`src/rtl/cmd_fetch.sv`:
```
`default_nettype none
// ============================================================================
//  Module      : cmd_fetch
//  Description : Instruction-fetch stage. Walks a program counter through
//                program memory over a req/ack handshake, buffers prefetched
//                8-bit commands in a small FIFO and presents one command per
//                cycle to the kernel. Fetch stops for good on halt.
//                Optional jump support is compiled in with the macro
//                CMD_FETCH_JUMP_EN (adds Jump_i / JumpAddr_i).
//  Revision    : 1.0 - initial release
// ============================================================================
module cmd_fetch #(
    parameter int                ADDR_W   = 8,
    parameter int                DEPTH    = 4,
    parameter logic [ADDR_W-1:0] RESET_PC = '0,
    parameter logic [7:0]        NOP_CMD  = 8'h00
) (
    input  logic              clk,
    input  logic              rst,
    input  logic              Halt_i,
    input  logic              Ready_i,
    output logic [7:0]        Cmd_o,
    output logic              CmdValid_o,
    output logic [ADDR_W-1:0] Pc_o,
    output logic              Halted_o,
    output logic              MemReq_o,
    output logic [ADDR_W-1:0] MemAddr_o,
    input  logic              MemAck_i,
    input  logic [7:0]        MemData_i
`ifdef CMD_FETCH_JUMP_EN
    ,
    input  logic              Jump_i,
    input  logic [ADDR_W-1:0] JumpAddr_i
`endif
);

    localparam int c_PTR_W = (DEPTH > 1) ? $clog2(DEPTH) : 1;
    localparam int c_CNT_W = c_PTR_W + 1;

    localparam logic [c_PTR_W-1:0] c_PTR_ONE   = c_PTR_W'(1);
    localparam logic [c_CNT_W-1:0] c_CNT_ONE   = c_CNT_W'(1);
    localparam logic [c_CNT_W-1:0] c_CNT_DEPTH = c_CNT_W'(DEPTH);
    localparam logic [ADDR_W-1:0]  c_ADDR_ONE  = ADDR_W'(1);

    // FETCH: idle, WAIT: request out, DRAIN: halted with request out, HALT: stopped
    localparam logic [1:0] c_ST_FETCH = 2'd0;
    localparam logic [1:0] c_ST_WAIT  = 2'd1;
    localparam logic [1:0] c_ST_DRAIN = 2'd2;
    localparam logic [1:0] c_ST_HALT  = 2'd3;

    logic [1:0]         r_state;
    logic [1:0]         w_state_next;
    logic [7:0]         r_mem [DEPTH];
    logic [c_PTR_W-1:0] r_rd_ptr;
    logic [c_PTR_W-1:0] r_wr_ptr;
    logic [c_CNT_W-1:0] r_count;
    logic [c_CNT_W-1:0] w_count_next;
    logic [ADDR_W-1:0]  r_pc;
    logic [ADDR_W-1:0]  r_fetch_addr;
    logic [ADDR_W-1:0]  w_fetch_next;
    logic [ADDR_W-1:0]  r_mem_addr;
    logic               r_discard;

    logic               w_jump_req;
    logic [ADDR_W-1:0]  w_jump_addr;
    logic               w_busy;
    logic               w_halted;
    logic               w_valid;
    logic               w_ack;
    logic               w_halt;
    logic               w_jump;
    logic               w_push;
    logic               w_pop;
    logic               w_flush;
    logic               w_hold;

`ifdef CMD_FETCH_JUMP_EN
    assign w_jump_req  = Jump_i;
    assign w_jump_addr = JumpAddr_i;
`else
    assign w_jump_req  = 1'b0;
    assign w_jump_addr = RESET_PC;
`endif

    assign w_busy   = (r_state == c_ST_WAIT) || (r_state == c_ST_DRAIN);
    assign w_halted = (r_state == c_ST_DRAIN) || (r_state == c_ST_HALT);
    assign w_valid  = (r_count != '0);
    // An ack only counts while a request is actually outstanding.
    assign w_ack    = MemAck_i && w_busy;
    assign w_halt   = Halt_i && !w_halted;
    // Halt beats jump; a halted fetcher ignores jumps entirely.
    assign w_jump   = w_jump_req && !w_halted && !Halt_i;
    // Data for a request issued before a jump is dropped (r_discard).
    assign w_push   = w_ack && (r_state == c_ST_WAIT) && !r_discard && !w_jump && !w_halt;
    assign w_pop    = w_valid && Ready_i && !w_jump && !w_halt;
    assign w_flush  = w_halt || w_jump;
    // Address must stay put until the outstanding request is acked.
    assign w_hold   = w_busy && !MemAck_i;

    assign Cmd_o      = w_valid ? r_mem[r_rd_ptr] : NOP_CMD;
    assign CmdValid_o = w_valid;
    assign Pc_o       = r_pc;
    assign Halted_o   = w_halted;
    assign MemReq_o   = w_busy;
    assign MemAddr_o  = r_mem_addr;

    // Next-state, FIFO occupancy and next fetch address.
    always_comb begin
        w_state_next = r_state;
        w_count_next = r_count;
        w_fetch_next = r_fetch_addr;

        if (w_flush) begin
            w_count_next = '0;
        end else if (w_push && !w_pop) begin
            w_count_next = r_count + c_CNT_ONE;
        end else if (!w_push && w_pop) begin
            w_count_next = r_count - c_CNT_ONE;
        end

        if (w_jump) begin
            w_fetch_next = w_jump_addr;
        end else if (w_push) begin
            w_fetch_next = r_fetch_addr + c_ADDR_ONE;
        end

        case (r_state)
            c_ST_FETCH: begin
                if (w_halt) begin
                    w_state_next = c_ST_HALT;
                end else if (w_count_next < c_CNT_DEPTH) begin
                    w_state_next = c_ST_WAIT;
                end
            end
            c_ST_WAIT: begin
                if (w_halt) begin
                    w_state_next = MemAck_i ? c_ST_HALT : c_ST_DRAIN;
                end else if (MemAck_i && !(w_count_next < c_CNT_DEPTH)) begin
                    w_state_next = c_ST_FETCH;
                end
            end
            c_ST_DRAIN: begin
                if (MemAck_i) begin
                    w_state_next = c_ST_HALT;
                end
            end
            c_ST_HALT: begin
                w_state_next = c_ST_HALT;
            end
            default: begin
                w_state_next = c_ST_FETCH;
            end
        endcase
    end

    // State register.
    always_ff @(posedge clk) begin
        if (rst) begin
            r_state <= c_ST_FETCH;
        end else begin
            r_state <= w_state_next;
        end
    end

    // FIFO pointers, program counter and fetch address bookkeeping.
    always_ff @(posedge clk) begin
        if (rst) begin
            r_rd_ptr     <= '0;
            r_wr_ptr     <= '0;
            r_count      <= '0;
            r_pc         <= RESET_PC;
            r_fetch_addr <= RESET_PC;
            r_mem_addr   <= RESET_PC;
            r_discard    <= 1'b0;
        end else begin
            r_count      <= w_count_next;
            r_fetch_addr <= w_fetch_next;
            if (!w_hold) begin
                r_mem_addr <= w_fetch_next;
            end

            if (w_flush) begin
                r_rd_ptr <= '0;
                r_wr_ptr <= '0;
            end else begin
                if (w_push) begin
                    r_wr_ptr <= r_wr_ptr + c_PTR_ONE;
                end
                if (w_pop) begin
                    r_rd_ptr <= r_rd_ptr + c_PTR_ONE;
                end
            end

            if (w_jump) begin
                r_pc <= w_jump_addr;
            end else if (w_pop) begin
                r_pc <= r_pc + c_ADDR_ONE;
            end

            if (w_halt) begin
                r_discard <= 1'b0;
            end else if (w_jump && (r_state == c_ST_WAIT) && !MemAck_i) begin
                r_discard <= 1'b1;
            end else if (w_ack) begin
                r_discard <= 1'b0;
            end
        end
    end

    // FIFO storage; contents need no reset since occupancy gates the output.
    always_ff @(posedge clk) begin
        if (w_push) begin
            r_mem[r_wr_ptr] <= MemData_i;
        end
    end

endmodule
`default_nettype wire

```
`config.mk`:
```
export PLATFORM = sky130hd
export DESIGN_NAME = cmd_fetch
export DESIGN_NICKNAME = d
export VERILOG_FILES = /design/src/rtl/cmd_fetch.sv
export SDC_FILE = /design/constraint.sdc
export NUM_CORES = 1
export LEC_CHECK = 0
export BUFFER_PORTS_ARGS = -buffer_cell sky130_fd_sc_hd__buf_2
export CAP_MARGIN = 20
export CELL_PAD_IN_SITES_DETAIL_PLACEMENT = 1
export CELL_PAD_IN_SITES_GLOBAL_PLACEMENT = 1
export CORE_ASPECT_RATIO = 0.6
export CORE_MARGIN = 1
export CORE_UTILIZATION = 40
export DETAILED_ROUTE_END_ITERATION = 6
export PLACE_DENSITY_LB_ADDON = 0.3
export SYNTH_ARGS = -nofsm -noshare
export SYNTH_HDL_FRONTEND = slang
export SYNTH_SLANG_ARGS = --single-unit
```
`constraint.sdc`:
```
create_clock -name clk -period 3.3 [get_ports clk]
set_clock_uncertainty 0.15 [all_clocks]
set_input_delay 0.66 -clock clk [delete_from_list [all_inputs] [get_ports clk]]
set_output_delay 0.66 -clock clk [all_outputs]
set_load 0.05 [all_outputs]
```
Yosys cells after proc, flatten, opt, wreduce, memory -nomap -nowiden
Memories as Yosys holds them, arrays and structs flattened. A register that Yosys moved wholly into a read port is not among the register bits.
Index checks and enable logic that the tools add are counted.
Widths: inputs -> output; s select.

operators by class
  bitwise operators = 0
  add/sub/neg operators = 6
  divide/modulo/power cells = 0
  shifts and indexed selects = 0
  eq/ne operators = 6
  order comparisons = 1
  reductions and logical operators = 22
  multiply operators = 0
  mux-type cells = 16

operators with widths
  cell                 count
  $add 8x1->8 const B  2
  $mux 8               2
  $mux 2               7
  $logic_and 1x1->1    10
  $mux 3               3
  $pmux 2 s4           1
  $logic_not 1->1      6
  $add 2x1->2 const B  2
  $eq 2x2->1 const B   2
  $add 3x1->3 const B  1
  $lt 3x3->1 const B   1
  $mux 1               3
  $ne 3x2->1 const B   1
  $ne 3x3->1 const B   1
  $reduce_and 3->1     1
  $reduce_bool 3->1    1
  $sub 3x1->3 const B  1
  $eq 2x1->1 const B   1
  $logic_not 2->1      1
  $logic_or 1x1->1     2
  $ne 2x2->1 const B   1
  $reduce_or 2->1      1

storage, ports and cells
  latch bits = 0
  bits in writable memories = 32
  input bits = 13
  flip-flop bits (word level) = 33
  logic and storage cells = 59
  output and inout port bits = 27
  memory bits (read-only) = 0
  memories = 1

memories
  memory  words  width  rd ports  clocked after Yosys merged registers in  write ports  line  RTL
  r_mem   4      8      1         1                                        1            53    logic [7:0] r_mem [DEPTH];

Logic depth before layout (Yosys ltp)
Gate-level depths: netlist (run 1).

  depth after elaboration = 17
  mapped depth = 12

Worst setup path after synthesis (run 1)
OpenSTA, ideal clock, no wires.

  path type = input to register
  start = input port Halt_i
  end = register r_state[1]
  data required time = 3063 ps
  library setup time = 87 ps
  setup slack = 281 ps
  stages = 10
  arrival time = 2782 ps
  path through = or3b_4 -> nand3_1 -> inv_1 -> buf_4 -> ha_1 -> and4b_1 -> a211oi_2 -> a32o_1 -> or4_1 -> o31ai_1

between the ends
  cells in the longest elaborated chain, start to end = 13
  elaborated cells on any way between the ends = 20

ends and longest elaborated chain
  item                                   line      RTL
  from (decl)                            20        input logic Halt_i,
  $logic_and 1x1->1 (*)                  90        assign w_halt = Halt_i && !w_halted;
  $logic_not 1->1 (*)                    94        assign w_push = w_ack && (r_state == c_ST_WAIT) && !r_discard && !w_jump && !w_halt;
  $logic_and 1x1->1 (*)                  94
  net w_push                             72        logic w_push;
  $logic_not 1->1                        117       end else if (!w_push && w_pop) begin
  $logic_and 1x1->1                      117
  $mux 3                                 117
  $mux 3 (*)                             115       end else if (w_push && !w_pop) begin
  $mux 3 (*)                             113       if (w_flush) begin
  $lt 3x3->1 (*)                         131, 138
  $logic_not 1->1                        138       end else if (MemAck_i && !(w_count_next < c_CNT_DEPTH)) begin
  $logic_and 1x1->1                      138
  $ne 3x2->1 (no source line)            --
  $reduce_and 3->1 (no source line) (*)  --
  to (signal assigned)                   159       r_state <= c_ST_FETCH;
  to (signal assigned)                   161       r_state <= w_state_next;
  to (decl)                              51        logic [1:0] r_state;

The timed path passes the listed nets; every way through them passes the cells marked *.
A chain may end at the register's enable or synchronous reset.

Worst setup path in the final report (run 1)
  start = register r_state[0]
  end = register r_state[0]

between the ends
  cells in the longest elaborated chain, start to end = 16
  elaborated cells on any way between the ends = 30

ends and longest elaborated chain
  item                               line         RTL
  $eq 2x2->1 (on tied branches)      85, 86, 127
  $logic_or 1x1->1                   86           assign w_halted = (r_state == c_ST_DRAIN) || (r_state == c_ST_HALT);
  $logic_not 1->1                    --
  $logic_and 1x1->1                  90
  $logic_not 1->1                    94, 95
  $logic_and 1x1->1                  94
  $logic_not 1->1                    117
  $logic_and 1x1->1                  117
  $mux 3                             117
  $mux 3                             115
  $mux 3                             113
  $lt 3x3->1                         131, 138
  $logic_not 1->1                    138
  $logic_and 1x1->1                  138
  $ne 3x2->1 (no source line)        --
  $reduce_and 3->1 (no source line)  --

Parallel ways exist; a longest one is shown, timed or not.

==> results of run 1 <==
==> flip-flops by register name, indices dropped and copies added, names as in the netlist, named ones only <==
register,cells
r_mem,32
r_state,2
r_fetch_addr,8
r_count,3
Pc_o,8
r_wr_ptr,2
MemAddr_o,8
r_rd_ptr,2
==> tightest hold or removal path, delay by kind of cell (launching register included) <==
family / cells / cell delay (ps)
DFF: 1 / 300
and+or+nand+nor: 1 / 90
AOI/OAI and AO/OA: 1 / 50
==> synth_stat cells, types with 2 or more instances <==
| library cell | n |
|---|---|
| o21ai_0 | 4 |
| and3_1 | 3 |
| or3_1 | 2 |
| xnor2_1 | 6 |
| ha_1 | 16 |
| inv_1 | 8 |
| buf_2 | 2 |
| buf_4 | 2 |
| mux4_2 | 8 |
| a211oi_1 | 10 |
| or4_1 | 2 |
| dfxtp_1 | 35 |
| edfxtp_1 | 32 |
| nor2_1 | 28 |
| o31ai_1 | 2 |
| clkbuf_1 | 5 |
| and2_1 | 12 |
| a21oi_1 | 7 |
| nand3_1 | 3 |
| nand2_1 | 14 |
| nand4_1 | 5 |
| xor2_1 | 9 |
==> cells by family (layout without fill, tap and decap cells) <==
group | Yosys count | after routing | share of synthesized area (%)
flops | 67 | 67 | 58.0
fa+ha+maj | 16 | 16 | 6.99
xor+xnor | 15 | 15 | 4.59
buf+inv | 18 | 66 | 2.71
simple gates | 79 | 79 | 14.5
compound gates | 26 | 26 | 6.16
mux | 10 | 10 | 7.04
==> power breakdown <==
group	total, mW	switching [mW]	internal, mW
sequential	0.963	0.0310	0.932
combinational	0.584	0.413	0.171
clock	0.903	0.327	0.576
total	2.45	0.771	1.68
==> metrics by stage <==
| step | total power, mW | cells | area [um^2] | setup WS [ps] | hold WS [ps] |
|---|---|---|---|---|---|
| after floorplan | 1.43 | 231 | 2860 | 281 | 319 |
| after global placement | 1.55 | 350 | 3140 | 171 | 322 |
| after detailed placement | 1.55 | 350 | 3140 | 45.0 | 338 |
| after CTS | 2.47 | 366 | 3420 | 117 | 346 |
| after global routing | 2.56 | 366 | 3440 | 17.4 | 369 |
| final | 2.45 | 366 | 3440 | 203 | 343 |
==> cell usage in the layout, fill, tap and decap left out, types with 3 or more instances in the layout <==
cell / synthesis / final
a211oi_1: 10 / 10
a21oi_1: 7 / 6
and2_1: 12 / 12
and3_1: 3 / 3
buf_2: 2 / 39
clkbuf_16: 0 / 9
clkinv_1: 0 / 3
dfxtp_1: 35 / 35
edfxtp_1: 32 / 32
ha_1: 16 / 16
inv_1: 8 / 8
mux4_2: 8 / 8
nand2_1: 14 / 14
nand4_1: 5 / 5
nor2_1: 28 / 28
o21ai_0: 4 / 4
xnor2_1: 6 / 6
xor2_1: 9 / 9
==> layer usage <==
layer | GRT usage, % | wire length [um] | part of all wire, %
met5 | 0 | 0 | 0
met4 | 7.77 | 96 | 1.7
met3 | 5.92 | 240 | 4.3
met2 | 25.1 | 2420 | 43
met1 | 21.7 | 2890 | 51
==> layout make-up <==
type                    count  area (um^2)
clock inverters             6         56.3
fillers                   714         3350
clock buffers              10          229
repair buffers             41          210
flip-flops and latches     67         1660
multi-input cells         146         1140
inverters                   9         33.8
well taps                  87          109
==> worst paths after layout <==
kind | start | end | slack (ps) | cells past startpoint
max | r_state[0] | r_state[0] | 200 | 11
min | MemAddr_o[4] | MemAddr_o[4] | 340 | 2
max reg2reg | r_state[0] | r_state[0] | 200 | 11
min reg2reg | MemAddr_o[4] | MemAddr_o[4] | 340 | 2
==> timing repair <==
action,in CTS,in global routing
gates resized for setup,0,3
setup endpoints to repair,0,2
hold buffers,0,0
==> flow_summary.html, run 1 <==
<table>
<tr><th>Metric</th><th>Value</th></tr>
<tr><th colspan="2">Critical path</th></tr>
<tr><td>Critical Setup Path Class</td><td>reg -&gt; reg</td></tr>
<tr><td>Setup crit end kind</td><td>flip-flop</td></tr>
<tr><td>Required time at the endpoint of the critical path</td><td>3390 ps</td></tr>
<tr><td>Crit Path Max Fanout</td><td>7</td></tr>
<tr><td>Master of the slowest instance on the critical path</td><td>or4_1</td></tr>
<tr><td>Ordered list of cells on the worst path</td><td>inv_1 -&gt; ha_1 -&gt; or3b_4 -&gt; nand3_2 -&gt; inv_1 -&gt; ha_1 -&gt; and4b_1 -&gt; a211oi_4 -&gt; a32o_1 -&gt; or4_1 -&gt; o31ai_1</td></tr>
<tr><td>Category of the worst setup path launch point</td><td>flip-flop</td></tr>
<tr><td>Total buffers and inverters traversed by the critical path</td><td>2</td></tr>
<tr><td>Arrival time at the worst endpoint</td><td>3190 ps</td></tr>
<tr><td>CP top delay family</td><td>simple AND/OR/NAND/NOR gates</td></tr>
<tr><td>Longest individual stage delay on the worst path</td><td>480 ps</td></tr>
<tr><th colspan="2">Synthesis</th></tr>
<tr><td>Leading area contributor after synthesis</td><td>edfxtp_1</td></tr>
<tr><td>Synthesized netlist net count</td><td>260</td></tr>
<tr><td>Number of flip-flops and latches in the synthesized netlist</td><td>67</td></tr>
<tr><td>Synth async-reset ratio</td><td>0%</td></tr>
<tr><td>Fraction of post-synthesis cell area in the top cell type by area</td><td>33.6%</td></tr>
<tr><td>Post-synth design cell area</td><td>2860 um^2</td></tr>
<tr><td>Gate Count Post-Synth</td><td>231</td></tr>
<tr><td>Portion of the post-synthesis area used by sequential elements</td><td>58.0%</td></tr>
<tr><td>Number of enable flip-flop cells after synthesis</td><td>32</td></tr>
<tr><td>Warning count from the yosys run</td><td>0</td></tr>
<tr><td>Number of distinct library cell variants in the gate-level netlist after synthesis</td><td>38</td></tr>
<tr><td>Top FF cell, synth</td><td>dfxtp_1</td></tr>
<tr><td>Biggest area contributors in the synthesized netlist</td><td>edfxtp_1 34%, dfxtp_1 24%, ha_1 7.0%</td></tr>
<tr><td>Post-Syn Area per Cell</td><td>12.4 um^2</td></tr>
<tr><th colspan="2">GRT</th></tr>
<tr><td>Number of antenna violations at the first check in global routing</td><td>0</td></tr>
<tr><td>Total global routing track utilization</td><td>16.6%</td></tr>
<tr><td>Via count of the first global-routing pass</td><td>1805</td></tr>
<tr><td>Total gr overflow</td><td>0</td></tr>
<tr><td>Wire length of the first global-routing pass</td><td>9.11 mm</td></tr>
<tr><td>Maximum number of pins on one net before global-route repair</td><td>30</td></tr>
<tr><th colspan="2">Route</th></tr>
<tr><td>Average wire per cell in the routed design</td><td>15.4 um</td></tr>
<tr><td>Vias</td><td>1838</td></tr>
<tr><td>DRT Wirelength</td><td>5.64 mm</td></tr>
<tr><td>Vias per cell</td><td>5.02</td></tr>
<tr><td>DRT Pass-1 Iters</td><td>6</td></tr>
<tr><td>DR iter-0 viols</td><td>61</td></tr>
<tr><td>Number of remaining DRC errors</td><td>6</td></tr>
<tr><td>Number of nets still failing antenna checks after routing</td><td>0</td></tr>
<tr><th colspan="2">STA</th></tr>
<tr><td>Setup repair after global routing missed its margin</td><td>false</td></tr>
<tr><td>Achievable frequency</td><td>323 MHz</td></tr>
<tr><td>Final setup fails</td><td>0</td></tr>
<tr><td>Period utilization</td><td>93.8%</td></tr>
<tr><td>Pins over their slew limit</td><td>0</td></tr>
<tr><td>Number of hold violations in the final report</td><td>0</td></tr>
<tr><td>Time the final worst path needs with I/O delays and setup</td><td>3100 ps</td></tr>
<tr><td>Worst-case headroom to the max-slew limit</td><td>63.8%</td></tr>
<tr><td>Actual transition at the worst max-transition pin</td><td>542 ps</td></tr>
<tr><td>Setup Total Neg Slack</td><td>0 ps</td></tr>
<tr><th colspan="2">Final layout</th></tr>
<tr><td>Share of the core filled with cells</td><td>50.6%</td></tr>
<tr><td>Fraction of layout cells with a size suffix above 1</td><td>24.7%</td></tr>
<tr><td># diodes</td><td>0</td></tr>
<tr><td>Synth-to-Final Area Change</td><td>20.1%</td></tr>
<tr><td>Number of nets in the finished design</td><td>303</td></tr>
<tr><th colspan="2">Placement</th></tr>
<tr><td>Placer's final routability congestion estimate</td><td>0.812</td></tr>
<tr><td># port buffers</td><td>39</td></tr>
<tr><td>HPWL after detailed placement</td><td>3.92 mm</td></tr>
<tr><th colspan="2">Floorplan</th></tr>
<tr><td>Standard-cell row count</td><td>23</td></tr>
<tr><td>Die Ht</td><td>67.5 um</td></tr>
<tr><td>Ports</td><td>40</td></tr>
<tr><td>Die outline area</td><td>7510 um^2</td></tr>
<tr><td>Core box area</td><td>6790 um^2</td></tr>
<tr><td>Overall die width</td><td>111 um</td></tr>
<tr><td>Initial standard-cell utilization of the core</td><td>42.2%</td></tr>
<tr><th colspan="2">Pwr</th></tr>
<tr><td>Worst vdd ir</td><td>392 uV</td></tr>
<tr><td>Power Dens Cells</td><td>712 nW/um^2</td></tr>
<tr><td>Leakage power figure</td><td>1.34 nW</td></tr>
<tr><th colspan="2">Clock tree</th></tr>
<tr><td>Clock latency of the later-clocked register in the worst-skew pair</td><td>330 ps</td></tr>
<tr><td>Sink count of the clock tree</td><td>67</td></tr>
<tr><td>Buffer cell driving the clock tree root</td><td>clkbuf_16</td></tr>
<tr><td>CTS tree</td><td>yes</td></tr>
<tr><td>TritonCTS Buffers</td><td>9</td></tr>
<tr><td>CTS Buffer Depth</td><td>2</td></tr>
<tr><td>Clock slew at reported path FFs</td><td>50 ps</td></tr>
<tr><td>Post-CTS setup buffer count</td><td>0</td></tr>
<tr><td>Max H-tree Level</td><td>3</td></tr>
<tr><th colspan="2">Job</th></tr>
<tr><td>Number of max-cap violations</td><td>0</td></tr>
<tr><th colspan="2">Outcome</th></tr>
<tr><td>Violated checks</td><td>design-rule violations</td></tr>
<tr><td>Result of the run</td><td>finished with violations</td></tr>
<tr><th colspan="2">Min path</th></tr>
<tr><td>Worst Hold Class</td><td>reg -&gt; reg</td></tr>
</table>
Note: power is estimated with default switching activity, not from simulation.
==> run 2, diff against run 1 <==
Settings changed: CORE_UTILIZATION 40 to 35.
==> run 2 against run 1 <==
Compared with the run above:
- sequential power hardly changed
- highest routed layer unchanged
- the flow now finishes without violations
- core utilization is 6.1 points lower
- sequential share of layout area is 1.0 points lower
- clock power is 21% higher
- worst hold slack worse by 2.3 ps
==> flow_summary.html, run 2 (synthesis results as in run 1) <==
<table>
<tr><th>Metric</th><th>Value</th></tr>
<tr><th colspan="2">Clock tree</th></tr>
<tr><td>Clock slew at reported path FFs</td><td>50 ps (about the same)</td></tr>
<tr><td>CTS tree</td><td>yes (unchanged)</td></tr>
<tr><td>Post-CTS setup buffer count</td><td>0 (unchanged)</td></tr>
<tr><td>Clock latency of the later-clocked register in the worst-skew pair</td><td>330 ps (about the same)</td></tr>
<tr><td>Buffer cell driving the clock tree root</td><td>clkbuf_16 (unchanged)</td></tr>
<tr><td>TritonCTS Buffers</td><td>9 (unchanged)</td></tr>
<tr><td>Sink count of the clock tree</td><td>67 (unchanged)</td></tr>
<tr><td>CTS Buffer Depth</td><td>2 (unchanged)</td></tr>
<tr><td>Max H-tree Level</td><td>3 (unchanged)</td></tr>
<tr><th colspan="2">GRT</th></tr>
<tr><td>Maximum number of pins on one net before global-route repair</td><td>30 (unchanged)</td></tr>
<tr><td>Wire length of the first global-routing pass</td><td>9.56 mm (was 9.11 mm)</td></tr>
<tr><td>Met1 routing resource usage after global routing</td><td>20.1% (was 21.7%)</td></tr>
<tr><td>Top Usage Layer GRT</td><td>met2 (unchanged)</td></tr>
<tr><td>Via count of the first global-routing pass</td><td>1880 (was 1805)</td></tr>
<tr><td>GRT met2 Usage</td><td>21.7% (was 25.1%)</td></tr>
<tr><td>GRT met3 Usage</td><td>5.42% (was 5.92%)</td></tr>
<tr><td>Total gr overflow</td><td>0 (unchanged)</td></tr>
<tr><td>Number of antenna violations at the first check in global routing</td><td>0 (unchanged)</td></tr>
<tr><td>Total global routing track utilization</td><td>14.9% (was 16.6%)</td></tr>
<tr><th colspan="2">Pwr</th></tr>
<tr><td>Power Dens Cells</td><td>749 nW/um^2 (was 712 nW/um^2)</td></tr>
<tr><td>Leakage power figure</td><td>1.37 nW (was 1.34 nW)</td></tr>
<tr><td>Fraction of power consumed by sequential logic</td><td>36.6% (was 39.3%)</td></tr>
<tr><td>Share of power burned in the clock network</td><td>41.4% (was 36.9%)</td></tr>
<tr><td>Total power</td><td>2.63 mW (was 2.45 mW)</td></tr>
<tr><td>Worst vdd ir</td><td>261 uV (was 392 uV)</td></tr>
<tr><td>Combinational share of power</td><td>21.9% (was 23.8%)</td></tr>
<tr><td>Reported net switching power</td><td>0.790 mW (was 0.771 mW)</td></tr>
<tr><td>Internal power</td><td>1.84 mW (was 1.68 mW)</td></tr>
<tr><td>Net switching share of the total power</td><td>30.1% (was 31.5%)</td></tr>
<tr><th colspan="2">Critical path</th></tr>
<tr><td>Critical Setup Path Class</td><td>reg -&gt; reg (unchanged)</td></tr>
<tr><td>Crit Path Max Fanout</td><td>7 (unchanged)</td></tr>
<tr><td>Master of the slowest instance on the critical path</td><td>or4_1 (unchanged)</td></tr>
<tr><td>Longest individual stage delay on the worst path</td><td>480 ps (about the same)</td></tr>
<tr><td>Required time at the endpoint of the critical path</td><td>3400 ps (was 3390 ps)</td></tr>
<tr><td>Arrival time at the worst endpoint</td><td>3140 ps (was 3190 ps)</td></tr>
<tr><td>Setup slack on the worst flop-to-flop path</td><td>250 ps (was 200 ps)</td></tr>
<tr><td>Setup crit end kind</td><td>flip-flop (unchanged)</td></tr>
<tr><td>Ordered list of cells on the worst path</td><td>inv_1 -&gt; ha_1 -&gt; or3b_4 -&gt; nand3_2 -&gt; inv_1 -&gt; ha_1 -&gt; and4b_1 -&gt; a211oi_2 -&gt; a32o_1 -&gt; or4_1 -&gt; o31ai_1 (was inv_1 -&gt; ha_1 -&gt; or3b_4 -&gt; nand3_2 -&gt; inv_1 -&gt; ha_1 -&gt; and4b_1 -&gt; a211oi_4 -&gt; a32o_1 -&gt; or4_1 -&gt; o31ai_1)</td></tr>
<tr><td>Category of the worst setup path launch point</td><td>flip-flop (unchanged)</td></tr>
<tr><th colspan="2">Placement</th></tr>
<tr><td>Placer's final routability congestion estimate</td><td>0.685 (was 0.812)</td></tr>
<tr><td>HPWL after detailed placement</td><td>4.04 mm (was 3.92 mm)</td></tr>
<tr><td># port buffers</td><td>39 (unchanged)</td></tr>
<tr><th colspan="2">Floorplan</th></tr>
<tr><td>Overall die width</td><td>119 um (was 111 um)</td></tr>
<tr><td>Standard-cell row count</td><td>25 (was 23)</td></tr>
<tr><td>Die outline area</td><td>8560 um^2 (was 7510 um^2)</td></tr>
<tr><td>Die Ht</td><td>72.1 um (was 67.5 um)</td></tr>
<tr><td>Core box area</td><td>7880 um^2 (was 6790 um^2)</td></tr>
<tr><td>Ports</td><td>40 (unchanged)</td></tr>
<tr><td>Initial standard-cell utilization of the core</td><td>36.3% (was 42.2%)</td></tr>
<tr><th colspan="2">STA</th></tr>
<tr><td>Final setup fails</td><td>0 (unchanged)</td></tr>
<tr><td>Pins over their slew limit</td><td>0 (unchanged)</td></tr>
<tr><td>Worst-case headroom to the max-slew limit</td><td>49.5% (was 63.8%)</td></tr>
<tr><td>Setup repair after global routing missed its margin</td><td>false (unchanged)</td></tr>
<tr><td>Setup Total Neg Slack</td><td>0 ps (unchanged)</td></tr>
<tr><td>Actual transition at the worst max-transition pin</td><td>747 ps (was 542 ps)</td></tr>
<tr><td>Period utilization</td><td>92.3% (was 93.8%)</td></tr>
<tr><td>Number of hold violations in the final report</td><td>0 (unchanged)</td></tr>
<tr><td>Time the final worst path needs with I/O delays and setup</td><td>3050 ps (was 3100 ps)</td></tr>
<tr><td>Achievable frequency</td><td>328 MHz (was 323 MHz)</td></tr>
<tr><th colspan="2">Route</th></tr>
<tr><td>DRT Pass-1 Iters</td><td>4 (was 6)</td></tr>
<tr><td>Vias per cell</td><td>4.76 (was 5.02)</td></tr>
<tr><td>DRT Wirelength</td><td>5.74 mm (was 5.64 mm)</td></tr>
<tr><td>Vias</td><td>1842 (was 1838)</td></tr>
<tr><td>Number of remaining DRC errors</td><td>0 (was 6)</td></tr>
<tr><td>Average wire per cell in the routed design</td><td>14.8 um (was 15.4 um)</td></tr>
<tr><td>DR iter-0 viols</td><td>154 (was 61)</td></tr>
<tr><td>Number of nets still failing antenna checks after routing</td><td>0 (unchanged)</td></tr>
<tr><th colspan="2">Final layout</th></tr>
<tr><td>Share of the core filled with cells</td><td>44.6% (was 50.6%)</td></tr>
<tr><td>Synth-to-Final Area Change</td><td>22.7% (was 20.1%)</td></tr>
<tr><td># diodes</td><td>0 (unchanged)</td></tr>
<tr><td>Number of flip-flops under the largest register name</td><td>32 (unchanged)</td></tr>
<tr><td>Number of nets in the finished design</td><td>303 (unchanged)</td></tr>
<tr><td>Commonest non-fill, non-tap cells in the layout</td><td>39 x buf_2, 35 x dfxtp_1, 32 x edfxtp_1 (unchanged)</td></tr>
<tr><td>Top register by number of flip-flops</td><td>r_mem (unchanged)</td></tr>
<tr><td>Most common cell after layout, fill and taps aside</td><td>buf_2 (unchanged)</td></tr>
<tr><td>Fraction of layout cells with a size suffix above 1</td><td>25.4% (was 24.7%)</td></tr>
<tr><th colspan="2">Job</th></tr>
<tr><td>Number of max-cap violations</td><td>0 (unchanged)</td></tr>
<tr><th colspan="2">Outcome</th></tr>
<tr><td>Result of the run</td><td>finished, final reports clean (was finished with violations)</td></tr>
<tr><th colspan="2">Min path</th></tr>
<tr><td>Worst Hold Class</td><td>reg -&gt; reg (unchanged)</td></tr>
</table>
[run 2: changes by cell type in the layout (fill, tap and decap cells not counted)]
| cell | previous run | this run |
|---|---|---|
| clkinv_1 | 3 | 0 |
| a21oi_1 | 6 | 7 |
| a211oi_2 | 0 | 1 |
| bufinv_16 | 1 | 3 |
| a21oi_2 | 1 | 0 |
| a211oi_4 | 1 | 0 |
| clkinv_4 | 0 | 1 |
[run 2: area by class of cell]
type,count,area (um^2)
clock buffers,10,229
well taps,108,135
flip-flops and latches,67,1660
repair buffers,41,210
clock inverters,6,114
multi-input cells,146,1130
fillers,860,4370
inverters,9,33.8
[run 2: metal layers]
layer / vias up / wire length (um)
met4: 0 / 85
li1: 915 / -
met2: 26 / 2500
met5: - / 0
met1: 893 / 2890
met3: 8 / 256
[run 2: final timing paths]
| check | startpoint | endpoint | depth (start not counted) |
|---|---|---|---|
| max reg2reg | r_state[0] | r_state[0] | 11 |
| max | r_state[0] | r_state[0] | 11 |
| min reg2reg | Pc_o[7] | Pc_o[7] | 2 |
| min | Pc_o[7] | Pc_o[7] | 2 |
[run 2: repair_timing]
item | in CTS | in global routing
resized for setup | 0 | 1
endpoints found under the setup margin | 0 | 2
hold buffers | 0 | 0
[run 2: critical path: cells and delay by family (launching register included)]
family	cells	cell delay [ps]
adder cells (fa/ha/maj)	2	510
buffers and inverters	2	180
AO/OA/AOI/OAI	3	440
AND/OR/NAND/NOR	4	1330
flip-flops	1	360
[run 2: through the flow]
stage | instance area, um^2 | setup slack (ps) | instances | hold WS (ps)
2_1_floorplan | 2860 | 281 | 231 | 319
3_3_place_gp | 3160 | 241 | 371 | 317
3_5_place_dp | 3160 | 138 | 371 | 340
4_1_cts | 3510 | 178 | 387 | 348
5_1_grt | 3510 | 31.5 | 387 | 374
6_report | 3510 | 253 | 387 | 340
[run 2: power groups by stage]
stage	clock, mW	combinational, mW	sequential [mW]
6_report	1.09	0.577	0.963
5_1_grt	1.15	0.631	0.970
4_1_cts	1.11	0.581	0.964
3_5_place_dp	0	0.577	0.981
3_3_place_gp	0	0.569	0.978
2_1_floorplan	0	0.359	1.07
==> run 3, diff against run 2 <==
Clock period 3.3 ns to 3.2 ns, I/O delays scaled along.
==> run 3 against run 2 <==
Compared with the run above:
- core utilization fell by 0.48 points
- clock power fell by 13%
- total power fell by 3.6%
- sequential power rose by 3.2%
- combinational power rose by 3%
- die area did not move
- routed wire length rose by 2.9%
- worst setup slack got worse by 41 ps
- global-route usage rose by 0.22 points
- critical path depth did not move
- largest cell class unchanged
- highest routed layer unchanged
==> flow_summary.html, run 3 (synthesis results as in run 1) <==
<table>
<tr><th>Metric</th><th>Value</th></tr>
<tr><th colspan="2">Placement</th></tr>
<tr><td>Total placed instance area</td><td>3170 um^2 (was 3160 um^2)</td></tr>
<tr><td>HPWL after detailed placement</td><td>4.29 mm (was 4.04 mm)</td></tr>
<tr><td># port buffers</td><td>39 (unchanged)</td></tr>
<tr><td>Placer's final routability congestion estimate</td><td>0.720 (was 0.685)</td></tr>
<tr><th colspan="2">Final layout</th></tr>
<tr><td>Top register by number of flip-flops</td><td>r_mem (unchanged)</td></tr>
<tr><td>Synth-to-Final Area Change</td><td>21.4% (was 22.7%)</td></tr>
<tr><td>Number of flip-flops under the largest register name</td><td>32 (unchanged)</td></tr>
<tr><td>Number of nets in the finished design</td><td>304 (was 303)</td></tr>
<tr><td>Sequential cell area</td><td>1660 um^2 (unchanged)</td></tr>
<tr><td>Total of fill cells in the finished design</td><td>866 (was 860)</td></tr>
<tr><td>Commonest non-fill, non-tap cells in the layout</td><td>39 x buf_2, 35 x dfxtp_1, 32 x edfxtp_1 (unchanged)</td></tr>
<tr><td>Most common cell after layout, fill and taps aside</td><td>buf_2 (unchanged)</td></tr>
<tr><td>Footprint of the multi-input gates</td><td>1130 um^2 (about the same)</td></tr>
<tr><td># diodes</td><td>0 (unchanged)</td></tr>
<tr><td>Post-route cell area</td><td>3470 um^2 (was 3510 um^2)</td></tr>
<tr><td>Fraction of layout cells with a size suffix above 1</td><td>26.4% (was 25.4%)</td></tr>
<tr><th colspan="2">STA</th></tr>
<tr><td>Actual transition at the worst max-transition pin</td><td>678 ps (was 747 ps)</td></tr>
<tr><td>Worst hold slack</td><td>339 ps (was 340 ps)</td></tr>
<tr><td>Setup Total Neg Slack</td><td>0 ps (unchanged)</td></tr>
<tr><td>Number of hold violations in the final report</td><td>0 (unchanged)</td></tr>
<tr><td>Final setup fails</td><td>0 (unchanged)</td></tr>
<tr><td>Pins over their slew limit</td><td>0 (unchanged)</td></tr>
<tr><td>Period utilization</td><td>93.4% (was 92.3%)</td></tr>
<tr><td>Setup repair after global routing missed its margin</td><td>false (unchanged)</td></tr>
<tr><td>Worst-case headroom to the max-slew limit</td><td>54.1% (was 49.5%)</td></tr>
<tr><td>Time the final worst path needs with I/O delays and setup</td><td>2990 ps (was 3050 ps)</td></tr>
<tr><td>Achievable frequency</td><td>335 MHz (was 328 MHz)</td></tr>
<tr><th colspan="2">Route</th></tr>
<tr><td>DR iter-0 viols</td><td>92 (was 154)</td></tr>
<tr><td>DRT Pass-1 Iters</td><td>4 (unchanged)</td></tr>
<tr><td>DRT Wirelength</td><td>5.91 mm (was 5.74 mm)</td></tr>
<tr><td>Vias</td><td>1898 (was 1842)</td></tr>
<tr><td>Average wire per cell in the routed design</td><td>15.2 um (was 14.8 um)</td></tr>
<tr><td>Number of nets still failing antenna checks after routing</td><td>0 (unchanged)</td></tr>
<tr><td>Number of remaining DRC errors</td><td>0 (unchanged)</td></tr>
<tr><td>Vias per cell</td><td>4.89 (was 4.76)</td></tr>
<tr><th colspan="2">Clock tree</th></tr>
<tr><td>Buffer cell driving the clock tree root</td><td>clkbuf_16 (unchanged)</td></tr>
<tr><td>Sink count of the clock tree</td><td>67 (unchanged)</td></tr>
<tr><td>CTS Buffer Depth</td><td>2 (unchanged)</td></tr>
<tr><td>CTS tree</td><td>yes (unchanged)</td></tr>
<tr><td>Post-CTS setup buffer count</td><td>0 (unchanged)</td></tr>
<tr><td>TritonCTS Buffers</td><td>9 (unchanged)</td></tr>
<tr><td>Clock slew at reported path FFs</td><td>50 ps (about the same)</td></tr>
<tr><td>Max H-tree Level</td><td>3 (unchanged)</td></tr>
<tr><td>Clock latency of the later-clocked register in the worst-skew pair</td><td>320 ps (was 330 ps)</td></tr>
<tr><th colspan="2">Pwr</th></tr>
<tr><td>Share of power burned in the clock network</td><td>37.3% (was 41.4%)</td></tr>
<tr><td>Internal power</td><td>1.73 mW (was 1.84 mW)</td></tr>
<tr><td>Leakage power figure</td><td>1.37 nW (about the same)</td></tr>
<tr><td>Combinational share of power</td><td>23.5% (was 21.9%)</td></tr>
<tr><td>Net switching share of the total power</td><td>31.8% (was 30.1%)</td></tr>
<tr><td>Reported net switching power</td><td>0.806 mW (was 0.790 mW)</td></tr>
<tr><td>Fraction of power consumed by sequential logic</td><td>39.2% (was 36.6%)</td></tr>
<tr><td>Power Dens Cells</td><td>729 nW/um^2 (was 749 nW/um^2)</td></tr>
<tr><td>Worst vdd ir</td><td>273 uV (was 261 uV)</td></tr>
<tr><th colspan="2">Outcome</th></tr>
<tr><td>Result of the run</td><td>finished, final reports clean (unchanged)</td></tr>
<tr><th colspan="2">GRT</th></tr>
<tr><td>Via count of the first global-routing pass</td><td>1905 (was 1880)</td></tr>
<tr><td>Total global routing track utilization</td><td>15.2% (was 14.9%)</td></tr>
<tr><td>Wire length of the first global-routing pass</td><td>9.80 mm (was 9.56 mm)</td></tr>
<tr><td>Maximum number of pins on one net before global-route repair</td><td>30 (unchanged)</td></tr>
<tr><td>Total gr overflow</td><td>0 (unchanged)</td></tr>
<tr><td>Number of antenna violations at the first check in global routing</td><td>0 (unchanged)</td></tr>
<tr><th colspan="2">Critical path</th></tr>
<tr><td>Arrival time at the worst endpoint</td><td>3080 ps (was 3140 ps)</td></tr>
<tr><td>Crit Path Max Fanout</td><td>7 (unchanged)</td></tr>
<tr><td>Critical Setup Path Class</td><td>reg -&gt; reg (unchanged)</td></tr>
<tr><td>Required time at the endpoint of the critical path</td><td>3290 ps (was 3400 ps)</td></tr>
<tr><td>Category of the worst setup path launch point</td><td>flip-flop (unchanged)</td></tr>
<tr><td>Setup crit end kind</td><td>flip-flop (unchanged)</td></tr>
<tr><th colspan="2">Floorplan</th></tr>
<tr><td>Ports</td><td>40 (unchanged)</td></tr>
<tr><td>Initial standard-cell utilization of the core</td><td>36.3% (unchanged)</td></tr>
<tr><td>Die Ht</td><td>72.1 um (unchanged)</td></tr>
<tr><td>Standard-cell row count</td><td>25 (unchanged)</td></tr>
<tr><td>Die outline area</td><td>8560 um^2 (unchanged)</td></tr>
<tr><td>Overall die width</td><td>119 um (unchanged)</td></tr>
<tr><td>Core box area</td><td>7880 um^2 (unchanged)</td></tr>
<tr><th colspan="2">Job</th></tr>
<tr><td>Number of max-cap violations</td><td>0 (unchanged)</td></tr>
<tr><th colspan="2">Min path</th></tr>
<tr><td>Worst Hold Class</td><td>reg -&gt; reg (unchanged)</td></tr>
</table>
-- run 3: cell count changes in the layout (fill, tap and decap cells not counted), sizes merged --
cell,change
buf,+1
bufinv,-3
clkbuf,+1
clkinv,+1
clkinvlp,-2
inv,+3
-- run 3: critical path, cell delays in order (launching register included) --
cell and delay (ps):
dfxtp_1 350, inv_1 100, ha_1 240, or3b_4 430, nand3_2 130, inv_1 70
ha_2 230, and4b_1 280, a211oi_2 60, a32o_1 300, or4_1 490, o31ai_1 80
-- run 3: timing repair --
item,CTS,global route
hold buffers,0,0
endpoints found under the setup margin,0,2
gates resized for setup,0,2
-- run 3: area by class of cell --
| cell class | count | share of cell area [%] |
|---|---|---|
| Clock buffer | 11 | 7.60 |
| Clock inverter | 5 | 0.900 |
| Inverter | 9 | 0.972 |
| Multi-Input combinational cell | 146 | 32.6 |
| Sequential cell | 67 | 47.8 |
| Tap cell | 108 | 3.89 |
| Timing Repair Buffer | 42 | 6.27 |
-- run 3: per-stage QoR --
step                      util (%)  cells  power (mW)  setup WS [ps]
after CTS                     44.0    388        2.57           68.4
after global placement        40.2    372        1.60            159
after floorplan                  -    231        1.47            201
final                         44.1    388        2.53            212
after detailed placement      40.2    372        1.61           32.8
after global routing          44.1    388        2.66           37.9
-- run 3: final timing paths --
path,startpoint,endpoint,slack [ps],cells after the start
min reg2reg,Pc_o[7],Pc_o[7],340,2
max,r_state[0],r_state[0],210,11
min,Pc_o[7],Pc_o[7],340,2
max reg2reg,r_state[0],r_state[0],210,11
-- run 3: power by group through the flow --
stage | registers [mW] | clock network (mW) | logic (mW)
floorplan | 1.10 | 0 | 0.370
global placement | 1.01 | 0 | 0.588
detailed placement | 1.01 | 0 | 0.596
CTS | 0.994 | 0.974 | 0.599
global route | 1.00 | 1.00 | 0.652
finish | 0.994 | 0.944 | 0.596
-- run 3: per-layer routing --
layer	global-route usage [%]	vias up	wire, um
met2	23.2	27	2710
met1	20.4	952	2940
met5	0	-	0
li1	-	913	-
met4	5.91	0	58
met3	4.48	6	201
